File: config.mk
export PLATFORM = sky130hd
export DESIGN_NAME = fetch_unit
export DESIGN_NICKNAME = d
export VERILOG_FILES = /design/src/rtl/cpu_pkg.sv /design/src/rtl/return_addr_stack.sv /design/src/rtl/fetch_unit.sv
export SDC_FILE = /design/constraint.sdc
export NUM_CORES = 1
export LEC_CHECK = 0
export CORE_MARGIN = 2
export CORE_UTILIZATION = 55
export CTS_CLUSTER_SIZE = 40
export DETAILED_ROUTE_END_ITERATION = 8
export GPL_ROUTABILITY_DRIVEN = 1
export PLACE_DENSITY_LB_ADDON = 0.1
export SLEW_MARGIN = 20
export SYNTH_ARGS = -nofsm -noshare
export SYNTH_HDL_FRONTEND = slang
export SYNTH_SLANG_ARGS = --single-unit
File: constraint.sdc
create_clock -name clk -period 2.84 [get_ports clk]
set_clock_uncertainty 0.15 [all_clocks]
set_input_delay 0.568 -clock clk [delete_from_list [all_inputs] [get_ports clk]]
set_output_delay 0.568 -clock clk [all_outputs]
set_load 0.01 [all_outputs]
File: src/rtl/cpu_pkg.sv
// ============================================================================
// Module   : cpu_pkg
// Purpose  : Shared widths, reset default, branch opcodes and fetch helpers.
// Revision : 1.0 - initial release
// ============================================================================
`default_nettype none

package cpu_pkg;

  localparam int ADDR_W     = 8;
  localparam int INSN_W     = 16;
  localparam int INSN_BYTES = 2;

  localparam logic [ADDR_W-1:0] RESET_PC_DEFAULT = 8'h00;

  // Major opcodes of the control-transfer instructions (insn[15:12]).
  localparam logic [3:0] OP_BR     = 4'hC;
  localparam logic [3:0] OP_BR_SUB = 4'hD;
  localparam logic [3:0] OP_RET    = 4'hE;

  typedef enum logic [2:0] {
    SEL_SEQ   = 3'd0,
    SEL_STALL = 3'd1,
    SEL_BR    = 3'd2,
    SEL_CALL  = 3'd3,
    SEL_RET   = 3'd4
  } pc_sel_e;

  function automatic logic [ADDR_W-1:0] align_addr(input logic [ADDR_W-1:0] a);
    return {a[ADDR_W-1:1], 1'b0};
  endfunction

endpackage

`default_nettype wire

File: src/rtl/return_addr_stack.sv
// ============================================================================
// Module   : return_addr_stack
// Purpose  : Circular LIFO of return addresses; full push overwrites oldest.
// Revision : 1.0 - initial release
// ============================================================================
`default_nettype none

module return_addr_stack
  import cpu_pkg::*;
#(
  parameter int RAS_DEPTH = 4
) (
  input  logic              clk,
  input  logic              rst,
  input  logic              push,
  input  logic              pop,
  input  logic [ADDR_W-1:0] push_addr,
  output logic [ADDR_W-1:0] top,
  output logic              full,
  output logic              empty
);

  localparam int c_ptr_w = $clog2(RAS_DEPTH);
  localparam int c_cnt_w = $clog2(RAS_DEPTH + 1);

  logic [ADDR_W-1:0]  r_mem [RAS_DEPTH];
  logic [c_ptr_w-1:0] r_ptr;
  logic [c_cnt_w-1:0] r_cnt;
  logic [c_ptr_w-1:0] w_top_idx;

  assign w_top_idx = r_ptr - c_ptr_w'(1);
  assign top       = r_mem[w_top_idx];
  assign full      = (r_cnt == c_cnt_w'(RAS_DEPTH));
  assign empty     = (r_cnt == '0);

  // The pointer wraps freely; the count saturates so an overflowed stack
  // still unwinds exactly RAS_DEPTH entries before reporting empty.
  always_ff @(posedge clk) begin
    if (!rst) begin
      r_ptr <= '0;
      r_cnt <= '0;
      for (int i = 0; i < RAS_DEPTH; i++) begin
        r_mem[i] <= '0;
      end
    end else if (pop) begin
      if (!empty) begin
        r_ptr <= w_top_idx;
        r_cnt <= r_cnt - c_cnt_w'(1);
      end
    end else if (push) begin
      r_mem[r_ptr] <= push_addr;
      r_ptr        <= r_ptr + c_ptr_w'(1);
      if (!full) begin
        r_cnt <= r_cnt + c_cnt_w'(1);
      end
    end
  end

endmodule

`default_nettype wire

File: src/rtl/fetch_unit.sv
// ============================================================================
// Module   : fetch_unit
// Purpose  : PC / instruction-register fetch stage with branch, call, return.
//            RAS_ERR_FLAG_EN adds the sticky ras_err overflow/underflow port.
// Revision : 1.0 - initial release
// ============================================================================
`default_nettype none

module fetch_unit
  import cpu_pkg::*;
#(
  parameter int                RAS_DEPTH = 4,
  parameter logic [ADDR_W-1:0] RESET_PC  = RESET_PC_DEFAULT
) (
  input  logic              clk,
  input  logic              rst,
  input  logic              stall,
  input  logic              br_taken,
  input  logic              call,
  input  logic              ret,
  input  logic [ADDR_W-1:0] br_target,
  input  logic [INSN_W-1:0] ins_in,
  output logic [ADDR_W-1:0] pc,
  output logic [INSN_W-1:0] ir,
  output logic [ADDR_W-1:0] ir_pc,
`ifdef RAS_ERR_FLAG_EN
  output logic              ras_err,
`endif
  output logic              ir_valid
);

  localparam logic [ADDR_W-1:0] c_step = ADDR_W'(INSN_BYTES);

  logic [ADDR_W-1:0] r_pc;
  logic [INSN_W-1:0] r_ir;
  logic [ADDR_W-1:0] r_ir_pc;
  logic              r_ir_valid;

  pc_sel_e           w_sel;
  logic              w_push;
  logic              w_pop;
  logic [ADDR_W-1:0] w_top;
  logic              w_full;
  logic              w_empty;
  logic [ADDR_W-1:0] w_ret_pc;

  // Controls describe the instruction in ir, so a bubble ignores them all.
  always_comb begin
    w_sel = SEL_SEQ;
    if (r_ir_valid) begin
      if (ret)           w_sel = SEL_RET;
      else if (call)     w_sel = SEL_CALL;
      else if (br_taken) w_sel = SEL_BR;
      else if (stall)    w_sel = SEL_STALL;
    end
  end

  assign w_push   = (w_sel == SEL_CALL);
  assign w_pop    = (w_sel == SEL_RET);
  assign w_ret_pc = w_empty ? RESET_PC : w_top;

  return_addr_stack #(
    .RAS_DEPTH (RAS_DEPTH)
  ) u_ras (
    .clk       (clk),
    .rst       (rst),
    .push      (w_push),
    .pop       (w_pop),
    .push_addr (r_ir_pc + c_step),
    .top       (w_top),
    .full      (w_full),
    .empty     (w_empty)
  );

  always_ff @(posedge clk) begin
    if (!rst) begin
      r_pc       <= RESET_PC;
      r_ir       <= '0;
      r_ir_pc    <= '0;
      r_ir_valid <= 1'b0;
    end else begin
      case (w_sel)
        SEL_RET: begin
          r_pc       <= align_addr(w_ret_pc);
          r_ir_valid <= 1'b0;
        end
        SEL_CALL, SEL_BR: begin
          r_pc       <= align_addr(br_target);
          r_ir_valid <= 1'b0;
        end
        SEL_STALL: ;
        default: begin
          r_ir       <= ins_in;
          r_ir_pc    <= r_pc;
          r_ir_valid <= 1'b1;
          r_pc       <= r_pc + c_step;
        end
      endcase
    end
  end

`ifdef RAS_ERR_FLAG_EN
  logic r_ras_err;

  always_ff @(posedge clk) begin
    if (!rst) begin
      r_ras_err <= 1'b0;
    end else if ((w_push && w_full) || (w_pop && w_empty)) begin
      r_ras_err <= 1'b1;
    end
  end

  assign ras_err = r_ras_err;
`else
  logic w_unused_full;
  assign w_unused_full = w_full;
`endif

  assign pc       = r_pc;
  assign ir       = r_ir;
  assign ir_pc    = r_ir_pc;
  assign ir_valid = r_ir_valid;

endmodule

`default_nettype wire

After elaboration in Yosys (flattened, before gate mapping)
Memories as Yosys holds them, arrays and structs flattened.
Index checks and enable logic that the tools add are counted.

word-level totals
  memories kept = 1
  output and inout port bits = 33
  RAM bits = 32
  logic and storage cells = 51
  flip-flop bits (word level) = 38

operators by class
  reduce and logical (&&, ||, !) cells = 8
  eq/ne operators = 7
  add/sub/neg operators = 6
  mux-type cells = 23

memories
  name         depth  bits a word  rd ports  clocked after memory_dff  wr ports  line                     RTL
  u_ras.r_mem  4      8            1         0                         4         return_addr_stack.sv:26  logic [ADDR_W-1:0] r_mem [RAS_DEPTH];

operator list
  cell                 number
  $pmux 8 s3           1
  $mux 3               6
  $add 8x2->8 const B  2
  $mux 8               2
  $mux 2               6
  $reduce_or 8->1      1
  $mux 1               7
  $eq 3x2->1 const B   2
  $eq 3x3->1 const B   2
  $reduce_or 4->1      1
  $add 3x1->3 const B  1
  $eq 3x1->1 const B   1
  $logic_not 3->1      1
  $reduce_and 3->1     1
  $reduce_or 3->1      1
  $sub 3x1->3 const B  1
  $add 2x1->2 const B  1
  $ne 2x1->1 const B   1
  $ne 2x2->1 const B   1
  $pmux 1 s2           1
  $reduce_and 2->1     1
  $reduce_bool 2->1    1
  $reduce_or 2->1      1
  $sub 2x1->2 const B  1

Longest topological paths before layout
Gate-level depths: netlist of the first run.

  depth after elaboration = 12
  mapped depth = 7
  gate-level depth less buffers = 5

Cells and area by module
From an unflattened synthesis of the first run, not the netlist that was laid out.

second synthesis, totals
  cells, all modules = 296
  area total of the unflattened synthesis = 3,280.6 µm²

by module, submodules not included
  module             cells each  instances  sequential area each (µm²)  area an instance (µm²)
  return_addr_stack  123         1          1,061.0                     1,814.2
  fetch_unit         173         1          620.6                       1,466.4

Least setup slack after synthesis of the first run
No wires, ideal clock.

  path type = input to register
  start = input port ret
  end = memory u_ras.r_mem[0][1] (enable)
  cell stages on the path = 7
  data arrival time = 1,680 ps
  path buffers = 3
  slack = 687 ps
  library setup time = 323 ps
  data required time = 2,367 ps
  path through = buf_6 > nor2b_4 > buf_6 > nand3_4 > or3_1 > buf_6 > nand2_1

RTL lines
  element          line                     RTL
  start, declared  fetch_unit.sv:20         input logic ret,
  end, declared    return_addr_stack.sv:26

==> results of run 1 <==
==> flip-flops by register name (all words and copies together), names as in the netlist <==
signal	cells
u_ras.r_cnt	3
ir_pc	7
u_ras.r_mem	28
ir	16
ir_valid	1
pc	7
u_ras.r_ptr	2
==> layout make-up <==
| class | count | share of cell area, % |
|---|---|---|
| Clock buffer | 13 | 3.88 |
| Clock inverter | 2 | 0.261 |
| Inverter | 7 | 0.685 |
| Multi-Input combinational cell | 204 | 34.1 |
| Sequential cell | 64 | 40.7 |
| Tap cell | 72 | 2.35 |
| Timing Repair Buffer | 69 | 18.0 |
==> layer usage <==
layer  share of wire (%)  up-vias  routed length [µm]  GRT usage, %
met5                   0        -                   0             0
met4                 1.3        0                  85          9.12
met3                 5.4        9                 365          4.83
met2                  49       70                3290          38.6
met1                  45     1136                3000          31.7
li1                    -     1147                   -             -
==> per-stage QoR <==
| stage | cells | cell area (µm²) | worst slack [ps] |
|---|---|---|---|
| after floorplan | 296 | 3040 | 687 |
| after global placement | 416 | 3680 | 250 |
| after detailed placement | 416 | 3680 | 227 |
| after CTS | 431 | 3840 | 573 |
| after global routing | 431 | 3840 | 504 |
| final | 431 | 3840 | 581 |
==> layout by cell type (no fill, tap or decap), drive strengths merged, types with 2 or more instances in the layout <==
master and n:
o21a 2, o21ai 9, nor2 26, a31oi 7, inv 6, buf 10
clkinv 3, clkbuf 13, clkdlybuf4s50 59, and2 3, o211a 2, a221oi 2
nand3 6, dfxtp 36, o211ai 2, nor4 2, conb 2, mux2i 4
nor2b 3, and3 3, mux4 7, a21oi 19, a21boi 9, xnor2 3
or2 2, xor2 7, nand2b 3, ha 2, nand2 60, and4 2
edfxtp 28, nor3 3
==> kinds of logic after synthesis <==
logic type / synth area share, %
simple gates: 18.7
flops: 51.4
compound gates: 13.2
buf+inv: 5.60
mux: 6.51
xor+xnor: 2.88
fa+ha+maj: 1.48
other cells: 0.123
==> where the power goes <==
group	switching (W)	internal [W]	total, W
logic	0.000145	0.000169	0.000315
clock network	0.000325	0.000334	0.000659
registers	0.0000483	0.00101	0.00106
total	0.000519	0.00151	0.00203
==> worst reg2reg max path, cell delays in order, from the launching register on <==
cell	delay (ps)
dfxtp_1	680
buf_4	260
mux4_2	540
a221oi_1	270
o21ai_0	110
==> path summary, 6_finish.rpt <==
path                             to           start  depth (start not counted)  slack (ps)
setup reg to reg              pc[5]  u_ras.r_ptr[0]                          4         710
hold / removal               ir[11]          ir[11]                          2         300
setup / recovery  u_ras.r_mem[1][4]            call                          4         580
hold reg to reg              ir[11]          ir[11]                          2         300
==> reports/metrics.csv, run 1 <==
stage;metric;value;unit
layout;diode count;0;
layout;fill cell count;429;
layout;multi-input logic area;1310;µm²
yosys;sequential area share after synthesis;51.4;%
sta;Setup-failing EPs final;0;
sta;slew margin rel.;61.5;%
global_route;all-layer global routing usage;23.8;%
yosys;Synth Cell Area;3040;µm²
sta;actual slew at the worst max-slew pin;577;ps
global_route;initial antenna violation count;0;
sta;fin crit period;2260;ps
worst_setup_path;CP max stage delay;650;ps
clock_network;cts bufs inserted;9;
route;DR iter-0 viols;156;
yosys;post-synth top area share;27.7;%
layout;post-layout util;71.0;%
power;VDD IR max;0.000312;V
yosys;most common cell in the netlist;nand2_1;
sta;Fin. Hold Viols;0;
yosys;unique cell type count in the Yosys netlist;56;
run_status;status;complete, no violations;
worst_setup_path;crit-path max FO;10;
clock_network;H-tree depth;3;
worst_setup_path;Max stage delay cell, worst path;clkdlybuf4s50_1;
route;DR pass1 iterations;4;
die;chip height;78.3;µm
sta;Min Hold Slack;302;ps
worst_setup_path;CP endpoint kind;register;
yosys;Yosys reg bits;64;
yosys;Post-synth EDFFs;28;
die;initial cell density of the core;56.2;%
die;die area;6130;µm²
sta;RSZ-0062 raised after global routing;false;
sta;Slew Limit Fails;0;
clock_network;clock transition at the registers of the reported paths;60;ps
global_route;largest net degree at the start of global routing;26;
yosys;Most used DFF post-synth;dfxtp_1;
worst_setup_path;Crit path required time;2690;ps
power;PD cells;530;nW/µm²
yosys;Ys Warns;0;
die;CORE AREA;5410;µm²
job;max cap viols;0;
yosys;Avg Inst Size Synth;10.3;µm²
worst_setup_path;CP delay by family, top;simple AND/OR/NAND/NOR gates;
clock_network;clk sinks;64;
clock_network;CTS tree;yes;
worst_setup_path;critical-path cell list;clkdlybuf4s50_1, nand3_4, or2_2, nand2_1;
yosys;Syn Inst Count;295;
global_route;global-route wire length before repair;11.3;mm
clock_network;CTS Hold Buffers Added;0;
yosys;Synth area leaders;edfxtp_1, dfxtp_1, nand2_1;
die;Die Wd;78.3;µm
route;Routed WL per cell;15.6;µm
worst_setup_path;startpoint types;input pin;
placed_design;detailed placement HPWL;4.74;mm
global_route;grt ovf;0;
yosys;Synth area leader;edfxtp_1;
clock_network;clock buffer depth;2;
layout;layout cell share with drive strength beyond 1;12.0;%
yosys;synth cell count leaders;nand2_1, dfxtp_1, edfxtp_1, nor2_1, a21oi_1;
sta;f_max;443;MHz
sta;TNS Setup;0;ps
worst_setup_path;Buf/Inv on CP;1;
route;DR DRC count;0;
placed_design;Final GP Congestion;0.875;
route;post-route ant nets;0;
route;WL final;6.74;mm
layout;synthesis-to-finish area growth;26.3;%
layout;storage element area;1560;µm²
clock_network;root buf cell;clkbuf_8;
worst_setup_path;critical path class;input pin to register;
global_route;vias in the first global route;2270;
layout;nets;388;
clock_network;CTS resizes;0;
worst_setup_path;CP Data Arrival Time;2110;ps
route;routed via count;2362;
clock_network;Post-CTS Setup Bufs;0;
placed_design;port bufs;59;
power;leak pwr;1.41;nW
worst_hold_path;Hold WC Path Type;register to register;
yosys;FFs w/ async S/R, synth;0;%
power;Tot Pwr;0.00203;W
route;vias per cell;5.48;
die;row count;27;
sta;fin crit share;79.5;%
die;num ports;63;
clock_network;Clock Latency Late Sink;340;ps
No activity file was read; power rests on OpenSTA's default activity.
==> inputs of run 2 (changes only) <==
- CORE_UTILIZATION: 55 -> 51
- clock period: 2.84 -> 2.25 ns (I/O delays scaled with it)
==> reports/metrics.csv, run 2 (synthesized netlist as in run 1, its figures left out) <==
stage;metric;value;unit
run_status;status;complete, no violations;
worst_setup_path;r2r setup slk;270;ps
layout;fill cell count;455;
sta;fin crit share;93.8;%
worst_setup_path;startpoint types;register;
route;DR pass1 iterations;5;
worst_setup_path;crit-path max FO;9;
route;DR iter-0 viols;138;
layout;synthesis-to-finish area growth;35.3;%
placed_design;Final GP Congestion;0.927;
clock_network;Clock Latency Late Sink;340;ps
route;vias per cell;5.43;
worst_setup_path;CP endpoint kind;output port;
worst_hold_path;Hold Path Stages;2;
clock_network;clock transition at the registers of the reported paths;70;ps
layout;nets;412;
worst_setup_path;endpoint of the most critical register-to-register path;u_ras.r_mem[2][1];
route;DR DRC count;0;
clock_network;clk sinks;64;
die;die area;6590;µm²
layout;Reg with most FFs;u_ras.r_mem;
placed_design;placed cells;443;
die;row count;28;
layout;fin area;4110;µm²
die;num ports;63;
power;VDD IR max;0.000611;V
global_route;global-route wire length before repair;11.6;mm
layout;Largest register FFs;28;
die;chip height;81.2;µm
sta;Fin. Hold Viols;0;
worst_setup_path;Crit path depth;1;
worst_setup_path;R2R cell count;6;
power;leak pwr;1.56;nW
placed_design;port bufs;59;
worst_setup_path;RR Startpoint;u_ras.r_ptr[0];
global_route;all-layer global routing usage;23.4;%
global_route;grt ovf;0;
global_route;largest net degree at the start of global routing;24;
die;Die Wd;81.2;µm
sta;f_max;474;MHz
worst_setup_path;critical-path cell list;clkdlybuf4s50_1;
worst_setup_path;Buf/Inv on CP;1;
job;max cap viols;0;
layout;multi-input logic area;1310;µm²
worst_hold_path;hold endpoint;ir[11];
layout;post-layout util;70.2;%
sta;slew margin rel.;62.1;%
route;WL final;7.17;mm
clock_network;CTS Hold Buffers Added;0;
layout;storage element area;1560;µm²
route;routed via count;2494;
die;initial cell density of the core;51.9;%
sta;Slew Limit Fails;0;
power;PD cells;713;nW/µm²
sta;actual slew at the worst max-slew pin;567;ps
layout;diode count;0;
worst_hold_path;Hold WC Path Type;register to register;
clock_network;root buf cell;clkbuf_8;
placed_design;detailed placement HPWL;5.12;mm
worst_setup_path;critical path class;register to output port;
clock_network;H-tree depth;3;
clock_network;CTS resizes;0;
sta;RSZ-0062 raised after global routing;false;
placed_design;area post-placement;3870;µm²
sta;Setup-failing EPs final;0;
worst_setup_path;CP delay by family, top;buffers and inverters;
clock_network;Post-CTS Setup Bufs;0;
worst_hold_path;critical hold path startpoint;ir[11];
layout;final non-filler cell total;459;
worst_setup_path;CP Data Arrival Time;1510;ps
die;CORE AREA;5850;µm²
worst_setup_path;CP max stage delay;620;ps
global_route;vias in the first global route;2320;
route;post-route ant nets;0;
global_route;initial antenna violation count;0;
sta;fin crit period;2110;ps
worst_setup_path;Max stage delay cell, worst path;clkdlybuf4s50_1;
route;Routed WL per cell;15.6;µm
layout;layout cell share with drive strength beyond 1;17.7;%
worst_setup_path;Crit path required time;1650;ps
clock_network;CTS tree;yes;
clock_network;clock buffer depth;2;
clock_network;cts bufs inserted;9;
layout;most frequent cells in the layout;nand2_1, clkdlybuf4s50_1, dfxtp_1, buf_4, edfxtp_1;
-- run 2: layout make-up --
type	instances	share of cell area [%]
well taps	75	2.28
clock buffers	14	4.23
clock inverters	2	1.46
inverters	7	0.640
flip-flops and latches	64	38.0
repair buffers	93	21.5
multi-input cells	204	31.9
-- run 2: routing by layer --
| layer | vias up | GRT usage (%) | routed length [µm] |
|---|---|---|---|
| met4 | 0 | 8.81 | 143 |
| met5 | - | 0 | 0 |
| met3 | 13 | 6.33 | 446 |
| li1 | 1204 | - | - |
| met1 | 1190 | 31.6 | 3240 |
| met2 | 87 | 36.1 | 3330 |
-- run 2: worst max-delay path by stage --
| stage | start | to | slack [ps] |
|---|---|---|---|
| final | ir_pc[1] | ir_pc[1] | 140 |
| after global routing | ret | ir[13] | 30 |
| after CTS | ret | ir[12] | 150 |
| after detailed placement | ret | ir[12] | -200 |
| after global placement | ret | pc[5] | -150 |
| after floorplan | ret | u_ras.r_mem[0][1] | 210 |
-- run 2: through the flow --
step	total power, W	setup WS [ps]	setup TNS, ps	hold slack, ps
floorplan	0.00157	215	0	329
global placement	0.00179	-153	-4570	290
detailed placement	0.00180	-204	-6130	299
CTS	0.00295	155	0	309
global route	0.00305	29.9	0	333
finish	0.00293	139	0	308
-- run 2: power breakdown --
part           switching (W)  internal, W
clock               0.000435     0.000724
combinational       0.000195     0.000244
sequential         0.0000581      0.00127
